===== src/rtl/xbus_pkg.sv =====
// Shared types and constants for the 8088 I/O bus responder.
package xbus_pkg;

  typedef enum logic [1:0] {
    IDLE   = 2'd0,
    DECODE = 2'd1,
    WAIT   = 2'd2,
    ACTIVE = 2'd3
  } xbus_state_t;

  localparam int NUM_IRQ = 4;
  localparam int NUM_GP  = 6;

  localparam logic [2:0] PORT_MASK = 3'd6;
  localparam logic [2:0] PORT_PEND = 3'd7;

  // Index of the lowest set bit; 7 when nothing is set, which conveniently
  // makes VECTOR_BASE + index the spurious vector.
  function automatic logic [2:0] lowest_set(input logic [NUM_IRQ-1:0] v);
    logic [2:0] idx;
    idx = 3'd7;
    for (int i = NUM_IRQ - 1; i >= 0; i--) begin
      if (v[i]) idx = 3'(i);
    end
    return idx;
  endfunction

endpackage


===== src/rtl/xbus_if.sv =====
// CPU-side I/O bus signals seen by the responder.
interface xbus_if;
  logic        pclk;
  logic        ale;
  logic        iom;
  logic        rd_n;
  logic        wr_n;
  logic        inta_n;
  logic        hlda;
  logic [15:0] addr;
  logic [7:0]  din;
  logic [7:0]  dout;
  logic        dout_en;
  logic        ready;
  logic        intr;

  modport master (
    output pclk, ale, iom, rd_n, wr_n, inta_n, hlda, addr, din,
    input  dout, dout_en, ready, intr
  );

  modport slave (
    input  pclk, ale, iom, rd_n, wr_n, inta_n, hlda, addr, din,
    output dout, dout_en, ready, intr
  );
endinterface


===== src/rtl/xbus_irq_ctrl.sv =====
// Four-source interrupt controller: edge-captured pending bits, mask,
// lowest-index priority and the two-pulse INTA vector handshake.
module xbus_irq_ctrl
  import xbus_pkg::*;
#(
  parameter logic [7:0] VECTOR_BASE = 8'h20
) (
  input  logic               clk_sys,
  input  logic               reset_n,
  input  logic [NUM_IRQ-1:0] irq_src,
  input  logic               inta_n,
  input  logic               mask_we,
  input  logic [NUM_IRQ-1:0] mask_wdata,
  input  logic               pend_w1c,
  input  logic [NUM_IRQ-1:0] w1c_data,
  output logic [NUM_IRQ-1:0] mask,
  output logic [NUM_IRQ-1:0] pend,
  output logic               intr,
  output logic               vec_en,
  output logic [7:0]         vector
);

  logic [NUM_IRQ-1:0] irq_q;
  logic [NUM_IRQ-1:0] irq_rise;
  logic [NUM_IRQ-1:0] clr;
  logic [NUM_IRQ-1:0] pend_next;
  logic               inta_q;
  logic               inta_fall;
  logic               inta_rise;
  logic               inta_cnt;
  logic [2:0]         vec_idx;

  assign irq_rise  = irq_src & ~irq_q;
  assign inta_fall = inta_q & ~inta_n;
  assign inta_rise = ~inta_q & inta_n;
  assign vector    = VECTOR_BASE + {5'b0, vec_idx};

  // Pending update: clears first, then new edges so a same-cycle edge survives.
  always_comb begin
    clr = '0;
    if (pend_w1c) clr = clr | w1c_data;
    if (inta_rise && vec_en && (vec_idx < 3'(NUM_IRQ))) clr[vec_idx[1:0]] = 1'b1;
    pend_next = (pend & ~clr) | irq_rise;
  end

  // Edge history, pending/mask registers and the INTA pulse counter.
  always_ff @(posedge clk_sys or negedge reset_n) begin
    if (!reset_n) begin
      irq_q    <= '0;
      inta_q   <= 1'b1;
      pend     <= '0;
      mask     <= '0;
      intr     <= 1'b0;
      inta_cnt <= 1'b0;
      vec_en   <= 1'b0;
      vec_idx  <= 3'd0;
    end else begin
      irq_q  <= irq_src;
      inta_q <= inta_n;
      pend   <= pend_next;
      intr   <= |(pend & mask);
      if (mask_we) mask <= mask_wdata;
      if (inta_fall) begin
        if (inta_cnt) begin
          vec_en  <= 1'b1;
          vec_idx <= lowest_set(pend & mask);
        end else begin
          inta_cnt <= 1'b1;
        end
      end else if (inta_rise && vec_en) begin
        vec_en   <= 1'b0;
        inta_cnt <= 1'b0;
      end
    end
  end

endmodule


===== src/rtl/m_xbus_io_responder.sv =====
// I/O window responder for the 8088 bus: address decode, READY wait states,
// eight-port register file and the interrupt controller's vector output.
//
//   state  | meaning
//   IDLE   | no cycle for us; waiting for an ALE fall that hits the window
//   DECODE | address latched, waiting for rd_n or wr_n to fall
//   WAIT   | READY held low, counting pclk rising edges
//   ACTIVE | READY high; read data driven or write data being sampled
module m_xbus_io_responder
  import xbus_pkg::*;
#(
  parameter logic [15:0] BASE_ADDR   = 16'h00C0,
  parameter int          WAIT_STATES = 2,
  parameter logic [7:0]  VECTOR_BASE = 8'h20
) (
  input  logic               clk_sys,
  input  logic               reset_n,
  xbus_if.slave              bus,
  input  logic [NUM_IRQ-1:0] irq_src,
  output logic [47:0]        regs_out
);

  xbus_state_t state, state_next;

  logic               ale_q, rd_n_q, wr_n_q, pclk_q;
  logic               ale_fall, rd_fall, wr_fall, wr_rise, pclk_rise;
  logic               hit;
  logic               latch, load_wait, dec_wait, commit;
  logic               is_rd, rd_next;
  logic               io_en;
  logic [2:0]         idx;
  logic [7:0]         wait_cnt;
  logic [7:0]         wdata;
  logic [7:0]         rd_data;
  logic [7:0]         gp [NUM_GP];
  logic [NUM_IRQ-1:0] mask, pend;
  logic               vec_en;
  logic [7:0]         vector;

  assign ale_fall  = ale_q & ~bus.ale;
  assign rd_fall   = rd_n_q & ~bus.rd_n;
  assign wr_fall   = wr_n_q & ~bus.wr_n;
  assign wr_rise   = ~wr_n_q & bus.wr_n;
  assign pclk_rise = ~pclk_q & bus.pclk;
  assign hit       = bus.iom & (bus.addr[15:3] == BASE_ADDR[15:3]) & ~bus.hlda;

  // Registered copies of the CPU strobes for edge detection.
  always_ff @(posedge clk_sys or negedge reset_n) begin
    if (!reset_n) begin
      ale_q  <= 1'b0;
      rd_n_q <= 1'b1;
      wr_n_q <= 1'b1;
      pclk_q <= 1'b0;
    end else begin
      ale_q  <= bus.ale;
      rd_n_q <= bus.rd_n;
      wr_n_q <= bus.wr_n;
      pclk_q <= bus.pclk;
    end
  end

  // Next-state decode; hlda overrides everything and aborts the cycle.
  always_comb begin
    state_next = state;
    latch      = 1'b0;
    load_wait  = 1'b0;
    dec_wait   = 1'b0;
    commit     = 1'b0;
    if (bus.hlda) begin
      state_next = IDLE;
    end else begin
      case (state)
        IDLE: begin
          if (ale_fall && hit) begin
            state_next = DECODE;
            latch      = 1'b1;
          end
        end
        DECODE: begin
          if (ale_fall) begin
            latch      = hit;
            state_next = hit ? DECODE : IDLE;
          end else if (rd_fall || wr_fall) begin
            load_wait  = 1'b1;
            state_next = (WAIT_STATES == 0) ? ACTIVE : WAIT;
          end
        end
        WAIT: begin
          if (pclk_rise) begin
            if (wait_cnt <= 8'd1) state_next = ACTIVE;
            else                  dec_wait   = 1'b1;
          end
        end
        ACTIVE: begin
          if (bus.rd_n && bus.wr_n) begin
            state_next = IDLE;
            commit     = wr_rise & ~is_rd;
          end
        end
        default: state_next = IDLE;
      endcase
    end
    // A read strobe seen at any point in the cycle turns it into a read.
    rd_next = load_wait ? ~bus.rd_n : (is_rd | ~bus.rd_n);
  end

  // State register, address latch, wait counter and write-data capture.
  always_ff @(posedge clk_sys or negedge reset_n) begin
    if (!reset_n) begin
      state    <= IDLE;
      idx      <= 3'd0;
      wait_cnt <= 8'd0;
      is_rd    <= 1'b0;
      io_en    <= 1'b0;
      wdata    <= 8'h00;
    end else begin
      state <= state_next;
      is_rd <= rd_next;
      io_en <= (state_next == ACTIVE) & rd_next;
      if (latch)          idx      <= bus.addr[2:0];
      if (load_wait)      wait_cnt <= 8'(WAIT_STATES);
      else if (dec_wait)  wait_cnt <= wait_cnt - 8'd1;
      if (!bus.wr_n)      wdata    <= bus.din;
    end
  end

  // General-purpose port file, written when a write cycle completes.
  always_ff @(posedge clk_sys or negedge reset_n) begin
    if (!reset_n) begin
      for (int i = 0; i < NUM_GP; i++) gp[i] <= 8'h00;
    end else if (commit && (idx < 3'(NUM_GP))) begin
      gp[idx] <= wdata;
    end
  end

  xbus_irq_ctrl #(
    .VECTOR_BASE (VECTOR_BASE)
  ) u_irq (
    .clk_sys    (clk_sys),
    .reset_n    (reset_n),
    .irq_src    (irq_src),
    .inta_n     (bus.inta_n),
    .mask_we    (commit && (idx == PORT_MASK)),
    .mask_wdata (wdata[NUM_IRQ-1:0]),
    .pend_w1c   (commit && (idx == PORT_PEND)),
    .w1c_data   (wdata[NUM_IRQ-1:0]),
    .mask       (mask),
    .pend       (pend),
    .intr       (bus.intr),
    .vec_en     (vec_en),
    .vector     (vector)
  );

  // Read mux over the port map and flattening of ports 0..5.
  always_comb begin
    rd_data = 8'h00;
    if (idx < 3'(NUM_GP))       rd_data = gp[idx];
    else if (idx == PORT_MASK)  rd_data = {{(8-NUM_IRQ){1'b0}}, mask};
    else                        rd_data = {{(8-NUM_IRQ){1'b0}}, pend};
    regs_out = '0;
    for (int i = 0; i < NUM_GP; i++) regs_out[i*8 +: 8] = gp[i];
  end

  assign bus.dout    = io_en ? rd_data : (vec_en ? vector : 8'h00);
  assign bus.dout_en = io_en | vec_en;
  assign bus.ready   = (state != WAIT);

endmodule


===== src/flat_wrapper.sv =====
// flat-port wrapper written by rule: the top's interface ports become plain ports
module m_xbus_io_responder_flat import xbus_pkg::*;
#(
  parameter logic [15:0] BASE_ADDR   = 16'h00C0,
  parameter int          WAIT_STATES = 2,
  parameter logic [7:0]  VECTOR_BASE = 8'h20
)
  (clk_sys, reset_n, irq_src, regs_out, bus_pclk, bus_ale, bus_iom, bus_rd_n, bus_wr_n, bus_inta_n, bus_hlda, bus_addr, bus_din, bus_dout, bus_dout_en, bus_ready, bus_intr);
  xbus_if bus_i ();
  input  logic clk_sys;
  input  logic reset_n;
  input  logic [NUM_IRQ-1:0] irq_src;
  output logic [47:0] regs_out;
  input wire logic [$bits(bus_i.pclk)-1:0] bus_pclk;
  input wire logic [$bits(bus_i.ale)-1:0] bus_ale;
  input wire logic [$bits(bus_i.iom)-1:0] bus_iom;
  input wire logic [$bits(bus_i.rd_n)-1:0] bus_rd_n;
  input wire logic [$bits(bus_i.wr_n)-1:0] bus_wr_n;
  input wire logic [$bits(bus_i.inta_n)-1:0] bus_inta_n;
  input wire logic [$bits(bus_i.hlda)-1:0] bus_hlda;
  input wire logic [$bits(bus_i.addr)-1:0] bus_addr;
  input wire logic [$bits(bus_i.din)-1:0] bus_din;
  output wire logic [$bits(bus_i.dout)-1:0] bus_dout;
  output wire logic [$bits(bus_i.dout_en)-1:0] bus_dout_en;
  output wire logic [$bits(bus_i.ready)-1:0] bus_ready;
  output wire logic [$bits(bus_i.intr)-1:0] bus_intr;
  assign bus_i.pclk = bus_pclk;
  assign bus_i.ale = bus_ale;
  assign bus_i.iom = bus_iom;
  assign bus_i.rd_n = bus_rd_n;
  assign bus_i.wr_n = bus_wr_n;
  assign bus_i.inta_n = bus_inta_n;
  assign bus_i.hlda = bus_hlda;
  assign bus_i.addr = bus_addr;
  assign bus_i.din = bus_din;
  assign bus_dout = bus_i.dout;
  assign bus_dout_en = bus_i.dout_en;
  assign bus_ready = bus_i.ready;
  assign bus_intr = bus_i.intr;
  m_xbus_io_responder #(.BASE_ADDR(BASE_ADDR), .WAIT_STATES(WAIT_STATES), .VECTOR_BASE(VECTOR_BASE)) u_core (.clk_sys(clk_sys), .reset_n(reset_n), .bus(bus_i), .irq_src(irq_src), .regs_out(regs_out));
endmodule

===== config.mk =====
export PLATFORM = sky130hd
export DESIGN_NAME = m_xbus_io_responder_flat
export DESIGN_NICKNAME = d
export VERILOG_FILES = /design/src/rtl/xbus_pkg.sv /design/src/rtl/xbus_if.sv /design/src/rtl/xbus_irq_ctrl.sv /design/src/rtl/m_xbus_io_responder.sv /design/src/flat_wrapper.sv
export SDC_FILE = /design/constraint.sdc
export NUM_CORES = 1
export LEC_CHECK = 0
export CAP_MARGIN = 5
export CORE_AREA = 2 2 73 145
export CTS_CLUSTER_DIAMETER = 80
export DETAILED_ROUTE_END_ITERATION = 12
export DIE_AREA = 0 0 75 147
export PLACE_DENSITY = 0.81
export SLEW_MARGIN = 20
export SYNTH_ARGS = -nofsm -noshare
export SYNTH_HDL_FRONTEND = slang
export SYNTH_SLANG_ARGS = --single-unit

===== constraint.sdc =====
create_clock -name clk_sys -period 2.15 [get_ports clk_sys]
set_input_delay 0.43 -clock clk_sys [delete_from_list [all_inputs] [get_ports clk_sys]]
set_output_delay 0.43 -clock clk_sys [all_outputs]
set_load 0.005 [all_outputs]

After elaboration in Yosys (flattened, before gate mapping)
Cells that the tools add are included. Widths: inputs -> output; s select.

Flip-flop bits (word level): 94. Bits of input ports: 37. Output and inout bits: 59. Word-level logic and storage cells: 137.

$add $sub $neg: 2. Order comparisons: 7. Eq/ne operators: 9. Muxes and demuxes: 49. Bitwise logic cells: 30. Reduce and logical (&&, ||, !) cells: 16.

Operators by type and width (number): $mux 8 (7); $bwmux 48 (1); $bmux 8 s3 (1); $demux 8 s3 (1); $mux 1 (21); $mux 2 (7); $eq 13x5->1 const B (1); $and 4x4->4 (3); $mux 3 (4); $mux 4 (3); $and 1x1->1 (11); $logic_and 1x1->1 (9); $not 1->1 (9); $le 8x1->1 const B (1); $not 4->4 (2); $or 4x4->4 (2); $pmux 2 s4 (1); $sub 8x1->8 const B (1); $add 6x3->7 const A (1); $mux 7 (1); $eq 2x2->1 const B (3); $eq 3x3->1 const B (2); $lt 3x3->1 const B (2); $ge 4x4->1 const B (1); other kinds (15) (18).

Longest topological paths before layout
Gate-level depths: netlist of the first run.

Word-level depth: 13. Mapped depth: 6. Depth with buffers taken out: 6.

Modules after synthesis
From an unflattened synthesis of the first run, not the netlist that was laid out.

Cells, all modules: 373. Area, all modules: 4505.6 µm².

Modules (own cells, without submodules): m_xbus_io_responder (times used 1, cells an instance 306, area an instance 3716.1 µm², seq. area each 1879.3 µm²); xbus_irq_ctrl (times used 1, cells an instance 67, area an instance 789.5 µm², seq. area each 476.7 µm²).

Worst setup path before layout of the first run
No wires, ideal clock.

Path type: register to output. Start: reg u_core.idx[1]. End: out bus_dout[2]. Arrival: 1.420 ns. Data required time: 1.720 ns. Slack: 0.300 ns. Stages on the path, launching flop included: 6. Path buffers: 1. Path through: dfrtp_1 -> buf_1 -> mux4_2 -> mux2_2 -> nand2_1 -> o21ai_0.

Longest elaborated chain between the ends: 6. Elaborated cells on any way between the ends: 9. Those cells by class: order compare (1); eq/ne (1); mux (6); bitwise (1).

RTL lines: from (decl) (RTL line m_xbus_io_responder.sv:31) `logic [2:0] idx;`; from (signal assigned) (RTL line m_xbus_io_responder.sv:120) `if (latch) idx <= bus.addr[2:0];`; $not 3->4 (implied by the code) (RTL line m_xbus_io_responder.sv:157) `if (idx < 3'(NUM_GP)) rd_data = gp[idx];`; $bmux 8 s3 (RTL line m_xbus_io_responder.sv:157); $mux 8 (implied by the code) (2 in series) (RTL line m_xbus_io_responder.sv:157); $mux 8 * (RTL line m_xbus_io_responder.sv:157); $mux 8 * (RTL line m_xbus_io_responder.sv:164) `assign bus.dout = io_en ? rd_data : (vec_en ? vector : 8'h00);`; to (decl) (RTL line flat_wrapper.sv:23) `output wire logic [$bits(bus_i.dout)-1:0] bus_dout;`.

Mark *: on every way between the ends. The rest lies on a longest branch, timed or not. The select of a mux whose other input is x is not followed.

Final worst setup path of the first run
Start: reg u_core.idx[0]. End: out bus_dout[2].

Same word-level chain as after synthesis.

==> run summary, run 1 <==
SETUP PATH
--------------------------------------------------------------------------------
Crit path DAT .....................................................      1.92 ns
Largest fanout of any net on the critical path ....................            3
Crit path from .................................................... u_core.idx[0]$_DFFE_PN0P_
Worst EP required .................................................      1.72 ns
Worst reg2reg path depth ..........................................            8
Category of the critical setup timing path ........................      reg2out
CP Capture Type ...................................................   output pin
Launch instance of the worst register-to-register path ............ u_core.idx[0]$_DFFE_PN0P_
Kind of start point of the critical path ..........................         flop

LOGIC SYNTHESIS
--------------------------------------------------------------------------------
Post-synthesis sequential area ratio ..............................        0.540
Synthesized net count .............................................          394
Post-Synthesis Cell Area ..........................................     4360 µm²
Synth top area share ..............................................        0.522
Cell taking the most area after synthesis ......................... sky130_fd_sc_hd__dfrtp_1
Distinct cells, synth .............................................           51
Leading post-synthesis cells by instance count .................... 91 x sky130_fd_sc_hd__dfrtp_1, 67 x sky130_fd_sc_hd__mux2_2, 24 x sky130_fd_sc_hd__nand2_1, 15 x sky130_fd_sc_hd__mux2i_1
Synthesis warning total ...........................................            0
Most instantiated library cell after synthesis .................... sky130_fd_sc_hd__dfrtp_1
Post-synthesis register bit count .................................           94
Cells taking the most area after synthesis ........................ sky130_fd_sc_hd__dfrtp_1 52%, sky130_fd_sc_hd__mux2_2 17%, sky130_fd_sc_hd__mux2i_1 3.4%, sky130_fd_sc_hd__nand2_1 2.1%, sky130_fd_sc_hd__dfstp_2 1.8%
Number of enable-type register cells in the synthesized netlist ...            0
Synthesized instance count ........................................          355
Fraction of registers with async set/reset ........................         1.00
Syn_area_per_cell .................................................     12.3 µm²
Main synth FF type ................................................ sky130_fd_sc_hd__dfrtp_1

STA
--------------------------------------------------------------------------------
Peak Freq .........................................................      426 MHz
Slack of the critical path ........................................    -0.197 ns
Hold Violations, Final ............................................            0
Count of endpoints failing setup in the final report ..............            6
RSZ-0062 raised after global routing ..............................          yes
Layout Skew .......................................................   0.00840 ns
Transition time at the pin with the least slew margin .............     0.571 ns
Period minus WS final .............................................      2.35 ns
Number of max-slew violations in the final report .................            0
Headroom to the max-slew limit ....................................        0.619
Tcrit/Tclk final ..................................................         1.09
Worst Hold Slack ..................................................    0.0827 ns
Final total negative setup slack ..................................    -0.521 ns

CLOCK NETWORK
--------------------------------------------------------------------------------
Clock transition at path regs .....................................      0.07 ns
Number of H-tree branching levels .................................            3
Number of hold buffers added after cts ............................            0
Maximum clock insertion buffer count ..............................            2
Number of sinks on the clock net ..................................           94
TritonCTS clock tree ..............................................          yes
Worst-Skew Late Latency ...........................................      0.34 ns
Library cell used as clock root buffer ............................ sky130_fd_sc_hd__clkbuf_16
Total CTS buffers .................................................            9

GLOBAL ROUTE
--------------------------------------------------------------------------------
Global-route wire length before repair ............................    18,000 µm
Pin count of the biggest net entering global routing ..............           44
GRT Total Usage ...................................................        0.215
Number of antenna violations at the first check in global routing .            0
Global-route congestion overflow total ............................            0
Number of global-route vias before repair .........................        3,547

ROUTE
--------------------------------------------------------------------------------
Routed wirelength normalized by instance count ....................      17.4 µm
Vias per cell .....................................................         5.32
DRC marker count from the first detailed-route iteration ..........          210
Count of antenna-violating nets left after detailed routing .......            0
1st-pass router iterations ........................................            6
Total wirelength of the detailed-routed design ....................    11,300 µm
Total number of vias ..............................................        3,450
DRC violations left ...............................................            0

LAYOUT
--------------------------------------------------------------------------------
Register area .....................................................     2360 µm²
Area occupied by multi-input gates ................................     1960 µm²
Fill cell total of the finished layout ............................          782
Diodes inserted ...................................................            0
Net count of the finished layout ..................................          548
Non-filler cells in the finished layout ...........................          649
Fraction of final layout cells with drive strength greater than 1 .        0.356
Synth-to-Final Area Change ........................................        42.6%

DIE
--------------------------------------------------------------------------------
Effective utilization at floorplan ................................        0.438
Die X-Extent ......................................................        75 µm
Height of the die .................................................       147 µm
Core region area ..................................................     9950 µm²
I/O pin count .....................................................           96
Floorplan die area ................................................   11,000 µm²
Number of cell rows ...............................................           52

POWER
--------------------------------------------------------------------------------
Power per cell area ...............................................   593 nW/µm²
Cell leakage power ................................................      2.82 nW
Worst vdd ir ......................................................   0.000446 V

OUTCOME
--------------------------------------------------------------------------------
Run status ........................................................ complete, but fails checks
Failing checks .................................................... negative setup slack

RUN
--------------------------------------------------------------------------------
Number of violations of the max-capacitance limit .................            0

PLACED DESIGN
--------------------------------------------------------------------------------
Worst slack, placed ...............................................    -0.196 ns
Instance count after placement with tap cells included ............          627
Detailed-placement wirelength estimate ............................      8020 µm
Final RePlAce weighted congestion .................................        0.826
Number of buffers added on ports ..................................           95

HOLD PATH
--------------------------------------------------------------------------------
Worst min-delay path category .....................................     in2async

-- kinds of logic after synthesis --
| family | after synthesis | synth area share |
|---|---|---|
| and+or+nand+nor | 90 | 0.114 |
| adders and majority gates | 2 | 0.00573 |
| DFF | 94 | 0.540 |
| muxes | 85 | 0.223 |
| AOI/OAI and AO/OA | 58 | 0.0918 |
| buffers and inverters | 24 | 0.0215 |
| xor gates and xnor gates | 2 | 0.00402 |
-- cell type report --
type,instances,area share
inverter,12,0.00724
clock buffer,12,0.0412
clock inverter,4,0.00483
timing repair buffer,155,0.226
sequential,94,0.379
multi-input combinational,237,0.314
tap,135,0.0271
-- through the flow --
step / cell area, µm² / power (mW) / utilization
after CTS: 6200 / 3.71 / 0.623
after detailed placement: 5850 / 2.21 / 0.588
after global routing: 6220 / 3.83 / 0.625
final: 6220 / 3.69 / 0.625
after global placement: 5850 / 2.20 / 0.588
after floorplan: 4360 / 2.00 / -
-- placed cells by master, fill, tap and decap left out, drive strengths merged, types with 4 or more instances in the layout --
| cell | n |
|---|---|
| a21oi | 10 |
| clkdlybuf4s50 | 86 |
| or4 | 5 |
| nor4 | 4 |
| mux2i | 15 |
| nand2 | 24 |
| nor3 | 4 |
| dfrtp | 91 |
| nor2b | 6 |
| inv | 13 |
| a31oi | 5 |
| clkbuf | 14 |
| mux2 | 67 |
| buf | 67 |
| o21ai | 12 |
| nor2 | 13 |
| a22oi | 4 |
| nand3 | 7 |
| o31ai | 5 |
| o22ai | 5 |
| and3 | 7 |
| nand2b | 7 |
-- per-layer routing --
| metal | vias to the layer above | wire length [µm] | global-route usage |
|---|---|---|---|
| li1 | 1613 | - | - |
| met1 | 1721 | 4860 | 0.299 |
| met2 | 102 | 5740 | 0.339 |
| met3 | 14 | 524 | 0.0405 |
| met4 | 0 | 153 | 0.0625 |
| met5 | - | 0 | 0 |
-- state kept, by name (all words and copies together), names as in the netlist, 2 cells and up --
register,cells
u_core.regs_out,48
u_core.wait_cnt,8
u_core.wdata,8
u_core.u_irq.irq_q,4
u_core.u_irq.mask,4
u_core.u_irq.pend,4
u_core.idx,3
u_core.u_irq.vec_idx,3
u_core.state,2
-- critical path, cell delays in order (launching register included) --
cell and delay, ns:
sky130_fd_sc_hd__dfrtp_2 0.41, sky130_fd_sc_hd__buf_6 0.12, sky130_fd_sc_hd__mux4_2 0.49, sky130_fd_sc_hd__mux2_4 0.29, sky130_fd_sc_hd__nand2_2 0.08, sky130_fd_sc_hd__o21ai_2 0.05, sky130_fd_sc_hd__buf_2 0.13
-- report_power, final --
group          internal, mW  switching, mW  leakage, nW  total (mW)
combinational         0.141          0.121         1.46       0.262
sequential             1.83         0.0744         1.22        1.90
clock                 0.852          0.673        0.139        1.53
total                  2.82          0.868         2.82        3.69
-- path summary, 6_finish.rpt --
path	slack [ns]	endpoint
min reg2reg	0.45	u_core.u_irq.pend[1]$_DFF_PN0_
max in group asynchronous	1.43	u_core.regs_out[43]$_DFFE_PN0P_
min in group clk_sys	0.45	u_core.u_irq.pend[1]$_DFF_PN0_
max reg2reg	0.20	u_core.regs_out[2]$_DFFE_PN0P_
max	-0.20	bus_dout[2]
min	0.08	u_core.u_irq.inta_cnt$_DFFE_PN0P_
-- what timing repair did --
item                       4_1_cts  5_1_grt
setup endpoints to repair        9        8
buffers inserted                 2        5
gates resized for setup         43       18
pin swaps                        9       11
gates cloned                     1        0
No activity file was read; power rests on OpenSTA's default activity.
==> run 2: changes to the inputs <==
CTS_BUF_LIST = sky130_fd_sc_hd__clkbuf_8   (was default)
==> run 2 against run 1 <==
  * The run still ends with negative setup slack left
  * Wire length decreased by 1.8%
  * Sequential power barely moved
  * Worst hold slack got worse by 0.037 ns
==> run summary, run 2 (synthesized netlist as in run 1, its figures left out) <==
LAYOUT
--------------------------------------------------------------------------------
Net count of the finished layout ..................................          552   +0.73%
Register area .....................................................     2360 µm²   unchanged
Area occupied by multi-input gates ................................     1940 µm²   -0.64%
Most common cell after layout, fill and taps aside ................ sky130_fd_sc_hd__dfrtp_1
Diodes inserted ...................................................            0   unchanged
Fill cell total of the finished layout ............................          792   +1.3%
Number of flip-flops in the largest register ......................           48   unchanged
Final std cell area, no fill ......................................     6160 µm²   -0.99%
Most frequent cells in the layout ................................. 87 x sky130_fd_sc_hd__dfrtp_1, 86 x sky130_fd_sc_hd__clkdlybuf4s50_1, 66 x sky130_fd_sc_hd__mux2_2
Synth-to-Final Area Change ........................................        41.2%
Fraction of final layout cells with drive strength greater than 1 .        0.355   -0.000819

POWER
--------------------------------------------------------------------------------
Power per cell area ...............................................   530 nW/µm²   -11%
Worst vdd ir ......................................................   0.000422 V   -5.5%
Design Power ......................................................      3.27 mW   -11%
Cell leakage power ................................................      2.82 nW   about the same

CLOCK NETWORK
--------------------------------------------------------------------------------
Total CTS buffers .................................................            9   unchanged
Number of hold buffers added after cts ............................            0   unchanged
Number of H-tree branching levels .................................            3   unchanged
Library cell used as clock root buffer ............................ sky130_fd_sc_hd__clkbuf_8
Maximum clock insertion buffer count ..............................            2   unchanged
Worst-Skew Late Latency ...........................................      0.37 ns   +0.03 ns
Clock transition at path regs .....................................      0.09 ns   +0.02 ns
TritonCTS clock tree ..............................................          yes
Number of sinks on the clock net ..................................           94   unchanged

STA
--------------------------------------------------------------------------------
Period minus WS final .............................................      2.33 ns   -0.0208 ns
Hold Violations, Final ............................................            0   unchanged
Layout Skew .......................................................   0.00732 ns   -0.00108 ns
Headroom to the max-slew limit ....................................        0.625   +0.00612
Peak Freq .........................................................      430 MHz   +0.89%
Number of max-slew violations in the final report .................            0   unchanged
RSZ-0062 raised after global routing ..............................          yes
Transition time at the pin with the least slew margin .............     0.562 ns   -0.00918 ns
Tcrit/Tclk final ..................................................         1.08   -0.00966
Worst Hold Slack ..................................................    0.0452 ns   -0.0375 ns
Count of endpoints failing setup in the final report ..............            8   +2
Slack of the critical path ........................................    -0.176 ns   +0.0208 ns

SETUP PATH
--------------------------------------------------------------------------------
Flop2flop setup slack .............................................      0.20 ns   about the same
Worst reg2reg path depth ..........................................            6   -2
Largest fanout of any net on the critical path ....................            3   unchanged
Kind of start point of the critical path ..........................         flop
Worst EP required .................................................      1.72 ns   about the same
CP Capture Type ...................................................   output pin
Category of the critical setup timing path ........................      reg2out
Crit path DAT .....................................................      1.90 ns   -0.02 ns

ROUTE
--------------------------------------------------------------------------------
DRC violations left ...............................................            0   unchanged
Routed wirelength normalized by instance count ....................      17.0 µm   -2.4%
Total number of vias ..............................................        3,464   +0.41%
DRC marker count from the first detailed-route iteration ..........          231   +10%
Vias per cell .....................................................         5.30   -0.21%
Total wirelength of the detailed-routed design ....................    11,100 µm   -1.8%
1st-pass router iterations ........................................            4   -2
Count of antenna-violating nets left after detailed routing .......            0   unchanged

GLOBAL ROUTE
--------------------------------------------------------------------------------
Number of antenna violations at the first check in global routing .            0   unchanged
Global-route wire length before repair ............................    17,900 µm   -0.35%
GRT Total Usage ...................................................        0.215   +0.000473
Number of global-route vias before repair .........................        3,562   +0.42%
Global-route congestion overflow total ............................            0   unchanged
Pin count of the biggest net entering global routing ..............           44   unchanged

DIE
--------------------------------------------------------------------------------
Floorplan die area ................................................   11,000 µm²   unchanged
Height of the die .................................................       147 µm   unchanged
Core region area ..................................................     9950 µm²   unchanged
I/O pin count .....................................................           96   unchanged
Die X-Extent ......................................................        75 µm   unchanged
Effective utilization at floorplan ................................        0.438   unchanged
Number of cell rows ...............................................           52   unchanged

OUTCOME
--------------------------------------------------------------------------------
Run status ........................................................ complete, but fails checks
Failing checks .................................................... negative setup slack

PLACED DESIGN
--------------------------------------------------------------------------------
Number of buffers added on ports ..................................           95   unchanged
Detailed-placement wirelength estimate ............................      8020 µm   unchanged
Placed cell area ..................................................     5850 µm²   unchanged
Final RePlAce weighted congestion .................................        0.826   unchanged

RUN
--------------------------------------------------------------------------------
Number of violations of the max-capacitance limit .................            0   unchanged

HOLD PATH
--------------------------------------------------------------------------------
Worst min-delay path category .....................................     in2async

run 2: critical path: stages (launching register included):
cell and delay (ns):
sky130_fd_sc_hd__dfrtp_2 0.38, sky130_fd_sc_hd__buf_6 0.11, sky130_fd_sc_hd__mux4_2 0.49, sky130_fd_sc_hd__mux2_4 0.30
sky130_fd_sc_hd__nand2_4 0.06, sky130_fd_sc_hd__o21ai_2 0.05, sky130_fd_sc_hd__buf_2 0.12
run 2: path summary, 6_finish.rpt:
kind                                                   end                       startpoint
setup / recovery                               bus_dout[2]        u_core.idx[0]$_DFFE_PN0P_
hold / removal             u_core.u_irq.vec_en$_DFFE_PN0P_                          reset_n
setup reg to reg            u_core.wait_cnt[2]$_DFFE_PN0P_   u_core.wait_cnt[3]$_DFFE_PN0P_
hold reg to reg             u_core.u_irq.pend[1]$_DFF_PN0_  u_core.u_irq.irq_q[1]$_DFF_PN0_
max in group asynchronous  u_core.regs_out[24]$_DFFE_PN0P_                          reset_n
min in group clk_sys        u_core.u_irq.pend[1]$_DFF_PN0_  u_core.u_irq.irq_q[1]$_DFF_PN0_
run 2: cell type report:
cell class,instances,share of cell area
multi-input cells,237,0.315
clock buffers,11,0.0246
clock inverters,5,0.00548
inverters,12,0.00731
repair buffers,159,0.237
well taps,135,0.0274
flip-flops and latches,94,0.383
run 2: what timing repair did:
| action | 4_1_cts | 5_1_grt |
|---|---|---|
| resized for setup | 47 | 13 |
| cloned | 1 | 0 |
| pin swaps | 14 | 7 |
| buffers inserted | 3 | 6 |
| endpoints found under the setup margin | 9 | 9 |
run 2: through the flow:
stage | setup TNS [ns] | cells | setup WS, ns | util
floorplan | 0 | 355 | 0.300 | -
global placement | -1.25 | 627 | -0.152 | 0.588
detailed placement | -2.28 | 627 | -0.196 | 0.588
CTS | -1.06 | 647 | -0.211 | 0.610
global route | -1.50 | 653 | -0.242 | 0.619
finish | -0.934 | 653 | -0.176 | 0.619
run 2: routing by layer:
metal	global-route usage	wire length (µm)	share of wire	vias up
li1	-	-	-	1619
met1	0.298	4780	0.43	1726
met2	0.334	5670	0.51	100
met3	0.0398	430	0.039	19
met4	0.0786	196	0.018	0
met5	0	0	0	-
run 2: where the power goes:
group	switching (mW)	leakage [nW]	internal (mW)	total, mW
Sequential	0.0754	1.22	1.82	1.90
Combinational	0.120	1.50	0.141	0.262
Clock	0.622	0.0971	0.484	1.11
